**src/rtl/pipeline_hazard_controller.sv**
```systemverilog
`default_nettype none
// ============================================================================
// Module   : pipeline_hazard_controller
// Purpose  : Front-end stall/flush sequencer with fixed-latency divide freeze
//            and a saturating stall-cycle counter.
// Revision : 1.0  initial release
// ============================================================================
module pipeline_hazard_controller #(
    parameter int DIV_CYCLES = 32
) (
    input  logic        clk,
    input  logic        reset,
    input  logic        id_valid,
    input  logic [4:0]  id_rs,
    input  logic [4:0]  id_rt,
    input  logic        id_uses_rt,
    input  logic        id_is_div,
    input  logic        id_branch_taken,
    input  logic        ex_mem_read,
    input  logic [4:0]  ex_rt,
    input  logic        mem_wait,
    output logic        pc_stall,
    output logic        fd_stall,
    output logic        fd_flush,
    output logic        de_stall,
    output logic        de_flush,
    output logic        div_start,
    output logic        div_busy,
    output logic [31:0] stall_cycles
);

    typedef enum logic [0:0] {
        RUN      = 1'b0,
        DIV_BUSY = 1'b1
    } state_t;

    localparam logic [7:0] DIV_LOAD = 8'(DIV_CYCLES - 1);

    state_t     state, next_state;
    logic [7:0] cnt, next_cnt;
    logic       load_use;

    // Loads into $0 never create a real dependency.
    assign load_use = ex_mem_read && (ex_rt != 5'd0) && id_valid &&
                      ((ex_rt == id_rs) || (id_uses_rt && (ex_rt == id_rt)));

    always_ff @(posedge clk or posedge reset) begin
        if (reset) begin
            state        <= RUN;
            cnt          <= 8'd0;
            div_busy     <= 1'b0;
            stall_cycles <= 32'd0;
        end else begin
            state    <= next_state;
            cnt      <= next_cnt;
            div_busy <= (next_state == DIV_BUSY);
            if (pc_stall && (stall_cycles != 32'hFFFF_FFFF))
                stall_cycles <= stall_cycles + 32'd1;
        end
    end

    always_comb begin
        next_state = state;
        next_cnt   = cnt;
        pc_stall   = 1'b0;
        fd_stall   = 1'b0;
        fd_flush   = 1'b0;
        de_stall   = 1'b0;
        de_flush   = 1'b0;
        div_start  = 1'b0;

        if (reset) begin
            next_state = RUN;
            next_cnt   = 8'd0;
        end else if (mem_wait) begin
            pc_stall = 1'b1;
            fd_stall = 1'b1;
            de_stall = 1'b1;
        end else if (state == DIV_BUSY) begin
            pc_stall = 1'b1;
            fd_stall = 1'b1;
            de_stall = 1'b1;
            if (cnt == 8'd0)
                next_state = RUN;
            else
                next_cnt = cnt - 8'd1;
        end else if (load_use) begin
            // Operands are stale this cycle, so branch/divide wait one cycle.
            pc_stall = 1'b1;
            fd_stall = 1'b1;
            de_flush = 1'b1;
        end else if (id_valid && id_is_div) begin
            div_start  = 1'b1;
            next_state = DIV_BUSY;
            next_cnt   = DIV_LOAD;
        end else if (id_valid && id_branch_taken) begin
            fd_flush = 1'b1;
        end
    end

endmodule
`default_nettype wire
```
**config.mk**
```make
export PLATFORM = sky130hd
export DESIGN_NAME = pipeline_hazard_controller
export DESIGN_NICKNAME = d
export VERILOG_FILES = /design/src/rtl/pipeline_hazard_controller.sv
export SDC_FILE = /design/constraint.sdc
export NUM_CORES = 1
export LEC_CHECK = 0
export BUFFER_PORTS_ARGS = -buffer_cell sky130_fd_sc_hd__buf_4
export CORE_MARGIN = 5
export CORE_UTILIZATION = 48
export DETAILED_ROUTE_END_ITERATION = 6
export PLACE_DENSITY = 0.77
export SLEW_MARGIN = 25
export SYNTH_ARGS = -nofsm -noshare
export SYNTH_HDL_FRONTEND = slang
export SYNTH_SLANG_ARGS = --single-unit
```
**constraint.sdc**
```tcl
create_clock -name clk -period 3 [get_ports clk]
set_input_delay 0.6 -clock clk [delete_from_list [all_inputs] [get_ports clk]]
set_output_delay 0.6 -clock clk [all_outputs]
set_load 0.1 [all_outputs]
```
==> flow_results.xml <==
<?xml version="1.0" encoding="UTF-8"?>
<metrics>
  <group name="power">
    <metric name="pwr_density_cell" unit="mW/mm2">582</metric>
    <metric name="power.clock.fraction" unit="%">26.0</metric>
    <metric name="comb_power_share" unit="%">35.6</metric>
    <metric name="sw_frac_of_total" unit="%">41.4</metric>
    <metric name="total_design_power" unit="mW">1.77</metric>
    <metric name="power_leakage" unit="nW">1.38</metric>
    <metric name="ir_worst_vdd" unit="V">0.000448</metric>
    <metric name="seq_power_share" unit="%">38.3</metric>
    <metric name="power_switching" unit="mW">0.732</metric>
    <metric name="cellInternalPower" unit="mW">1.03</metric>
  </group>
  <group name="clock_tree">
    <metric name="worst_skew_pair.late_latency" unit="ps">290</metric>
    <metric name="clk_pin_slew_worst_paths" unit="ps">80</metric>
    <metric name="post_cts_buffers" unit="">0</metric>
    <metric name="cts.sink_count" unit="">41</metric>
    <metric name="clock_root_buffer" unit="">sky130_fd_sc_hd__clkbuf_8</metric>
    <metric name="cts_resized" unit="">0</metric>
    <metric name="cts.hold.buffers_added" unit="">0</metric>
    <metric name="tritoncts.num_buffers" unit="">5</metric>
    <metric name="cts_tree" unit="">done</metric>
    <metric name="cts_max_level" unit="">2</metric>
    <metric name="max_root_sink_buffers" unit="">2</metric>
  </group>
  <group name="logic_synthesis">
    <metric name="synthesis.nets" unit="">274</metric>
    <metric name="synth-compound-area-share" unit="%">10.3</metric>
    <metric name="synth_enable_flop_cells" unit="">0</metric>
    <metric name="synth_simple_gate_area_share" unit="%">25.8</metric>
    <metric name="prevailing_post_synth_register_cell" unit="">sky130_fd_sc_hd__dfrtp_1</metric>
    <metric name="yosys.area_share.adder" unit="%">1.59</metric>
    <metric name="synth_async_sr_flop_share" unit="%">100</metric>
    <metric name="netlist_instances" unit="">248</metric>
    <metric name="synthesis.yosys.warnings" unit="">0</metric>
    <metric name="combinational_family_with_the_most_area_after_synthesis" unit="">simple AND/OR/NAND/NOR gates</metric>
    <metric name="synthesis.area_per_instance" unit="um2">9.52</metric>
    <metric name="ys_ff_latch" unit="">41</metric>
    <metric name="synth.cell_area" unit="mm2">0.00236</metric>
    <metric name="synth.area.mux_share" unit="%">0.477</metric>
    <metric name="synth.lib_cells_used.distinct" unit="">45</metric>
    <metric name="synth_seq_area_share" unit="%">43.5</metric>
    <metric name="yosys.area_share.xor_xnor" unit="%">15.5</metric>
  </group>
  <group name="floorplanning">
    <metric name="num_rows" unit="">25</metric>
    <metric name="die_x" unit="um">80.1</metric>
    <metric name="number_of_top_level_design_ports" unit="">62</metric>
    <metric name="die-area" unit="mm2">0.00642</metric>
    <metric name="die_h" unit="um">80.1</metric>
    <metric name="floorplan.initialDensity" unit="%">49.7</metric>
    <metric name="core-area" unit="mm2">0.00475</metric>
  </group>
  <group name="place">
    <metric name="post-place-ws" unit="ps">197</metric>
    <metric name="port_buffers" unit="">61</metric>
    <metric name="post-place-cells" unit="">372</metric>
    <metric name="dp_hpwl" unit="um">4260</metric>
    <metric name="routabilityCongestion" unit="">0.779</metric>
  </group>
  <group name="critical_path">
    <metric name="timing.critical_path.arrival" unit="ps">2290</metric>
    <metric name="path_cells" unit="">or4_1 -&gt; o211a_1 -&gt; o21ai_2 -&gt; clkinvlp_4 -&gt; buf_4</metric>
    <metric name="critical_path_cell_count" unit="">5</metric>
    <metric name="critPathLaunchType" unit="">flip-flop</metric>
    <metric name="critical_path.reg2reg.endpoint" unit="">stall_cycles[1]</metric>
    <metric name="worst_path_max_delay_cell" unit="">sky130_fd_sc_hd__or4_1</metric>
    <metric name="regToRegSetupSlack" unit="ps">490</metric>
    <metric name="worst-endpoint-required" unit="ps">2400</metric>
    <metric name="timing.critical_path.buf_inv" unit="">2</metric>
    <metric name="worst_r2r_path_depth" unit="">6</metric>
    <metric name="crit-reg2reg-launch" unit="">stall_cycles[0]</metric>
    <metric name="cp-startpoint" unit="">state</metric>
    <metric name="critPathMaxStageDelay" unit="ps">590</metric>
    <metric name="critical_path_destination" unit="">fd_stall</metric>
    <metric name="timing.setup.critical_path_class" unit="">reg2out</metric>
    <metric name="timing.critical_path.to_type" unit="">output port</metric>
    <metric name="cp_top_family" unit="">simple AND/OR/NAND/NOR gates</metric>
    <metric name="critical_path_peak_fanout" unit="">15</metric>
  </group>
  <group name="final_layout">
    <metric name="num-nets-final" unit="">338</metric>
    <metric name="drive_gt1_share" unit="%">27.8</metric>
    <metric name="mostFrequentLayoutCell" unit="">sky130_fd_sc_hd__buf_4</metric>
    <metric name="syn2layout_area_growth" unit="%">28.6</metric>
    <metric name="layout.cells.non_filler" unit="">380</metric>
    <metric name="most-common-layout-cells" unit="">sky130_fd_sc_hd__buf_4 (64), sky130_fd_sc_hd__dfrtp_1 (40), sky130_fd_sc_hd__nand3_1 (23)</metric>
    <metric name="diodes" unit="">0</metric>
    <metric name="nFillCells" unit="">424</metric>
  </group>
  <group name="detailed_routing">
    <metric name="initialDrtViolationCount" unit="">120</metric>
    <metric name="via_count" unit="">2129</metric>
    <metric name="detailedRoute.firstPassIterationCount" unit="">4</metric>
    <metric name="postRouteAntennaNets" unit="">0</metric>
    <metric name="route.detailed.vias_per_inst" unit="">5.60</metric>
    <metric name="drt-total-wl" unit="um">5630</metric>
    <metric name="wl_per_cell" unit="um">14.8</metric>
    <metric name="detail_route.drc_violations" unit="">0</metric>
  </group>
  <group name="sta">
    <metric name="hold_violations" unit="">0</metric>
    <metric name="timing.final.setup_violations" unit="">0</metric>
    <metric name="min_period_over_period" unit="%">96.2</metric>
    <metric name="postLayoutSetupSlackWorst" unit="ps">115</metric>
    <metric name="fin_crit" unit="ps">2890</metric>
    <metric name="maxSlewViolCount" unit="">0</metric>
    <metric name="maxClockFrequency" unit="MHz">347</metric>
    <metric name="finalClockSkew" unit="ps">6.88</metric>
    <metric name="rsz0062_at_grt" unit="">false</metric>
    <metric name="fin_worst_hold_slack" unit="ps">507</metric>
    <metric name="slew_headroom" unit="%">50.5</metric>
    <metric name="worst_pin_slew" unit="ps">735</metric>
  </group>
  <group name="global_route">
    <metric name="first_global_vias" unit="">2025</metric>
    <metric name="grt_overflow_total" unit="">0</metric>
    <metric name="first_pass_grt_wire_length" unit="um">9600</metric>
    <metric name="antenna_found_initial" unit="">0</metric>
    <metric name="globalRouteTotalUtil" unit="%">18.8</metric>
    <metric name="largest_net_degree_at_the_start_of_global_routing" unit="">44</metric>
  </group>
  <group name="hold_path">
    <metric name="holdCritPathClass" unit="">reg2reg</metric>
  </group>
  <group name="outcome">
    <metric name="run_status" unit="">completed</metric>
  </group>
  <group name="run">
    <metric name="timing.max_cap.violations" unit="">0</metric>
  </group>
</metrics>
Yosys cell counts, drive strengths merged, types with 2 or more instances:
cell / n / area, um2
a311o: 2 / 21.3
dfrtp: 41 / 1030
xor2: 21 / 184
nor3b: 4 / 30.0
a21oi: 10 / 50.1
xnor2: 20 / 183
nor2: 17 / 63.8
or4b: 2 / 20.0
or4: 4 / 33.8
and3: 4 / 25.0
nand3: 23 / 115
or3: 4 / 25.0
clkbuf: 5 / 18.8
o211ai: 2 / 15.0
a211oi: 4 / 30.0
nor4: 6 / 37.5
ha: 3 / 37.5
nor2b: 2 / 12.5
nand2b: 2 / 12.5
o21ai: 8 / 40.0
buf: 2 / 12.5
inv: 10 / 37.5
nand2: 14 / 52.6
nand4: 10 / 68.8
nor4b: 4 / 35.0
nor3: 11 / 55.1
metrics by stage:
stage	cell area, um2	util (%)	TNS (ps)
after global routing	3040	63.9	0
after CTS	3040	63.9	0
after floorplan	2410	-	-654
final	3040	63.9	0
after detailed placement	2920	61.3	0
after global placement	2920	61.3	0
how the worst min path moves through the flow:
stage | slack, ps | from | cells after the start | to
floorplan | 530 | cnt[0] | 2 | cnt[0]
global placement | 480 | stall_cycles[16] | 1 | stall_cycles[16]
detailed placement | 500 | stall_cycles[16] | 1 | stall_cycles[16]
CTS | 510 | stall_cycles[16] | 1 | stall_cycles[16]
global route | 530 | stall_cycles[12] | 1 | stall_cycles[12]
finish | 510 | stall_cycles[31] | 1 | stall_cycles[31]
cell families after synthesis:
kind of cell               after synthesis
and+or+nand+nor                        110
xor gates and xnor gates                41
DFF                                     41
AOI/OAI and AO/OA                       35
buffers and inverters                   17
adders and majority gates                3
muxes                                    1
sequential cells by signal, summed over array words and instances, names as in the netlist:
signal,cells
stall_cycles,32
cnt,8
state,1
per-layer routing:
layer	wire length, um	GRT usage (%)
met1	2650	26.1
met2	2470	28.1
met3	429	4.37
met4	82	7.60
met5	0	0
worst register-to-register path, delay by kind of cell, from the launching register on:
kind / cells / cell delay, ps
muxes: 1 / 290
DFF: 1 / 410
and+or+nand+nor: 4 / 1460
adders and majority gates: 1 / 240
power by group through the flow:
stage / sequential, mW / clock [mW] / combinational (mW)
floorplan: 0.964 / 0 / 0.197
global placement: 0.685 / 0 / 0.626
detailed placement: 0.687 / 0 / 0.632
CTS: 0.676 / 0.472 / 0.634
global route: 0.687 / 0.493 / 0.663
finish: 0.677 / 0.460 / 0.630
final cells by class:
| cell class | instances | area, um2 | area share, % |
|---|---|---|---|
| clock buffer | 6 | 82.6 | 2.72 |
| sequential | 41 | 1030 | 33.8 |
| clock inverter | 2 | 37.5 | 1.24 |
| tap | 67 | 83.8 | 2.76 |
| multi-input combinational | 190 | 1280 | 42.2 |
| inverter | 10 | 45.0 | 1.48 |
| timing repair buffer | 64 | 480 | 15.8 |
(Power assumes the default switching activity.)
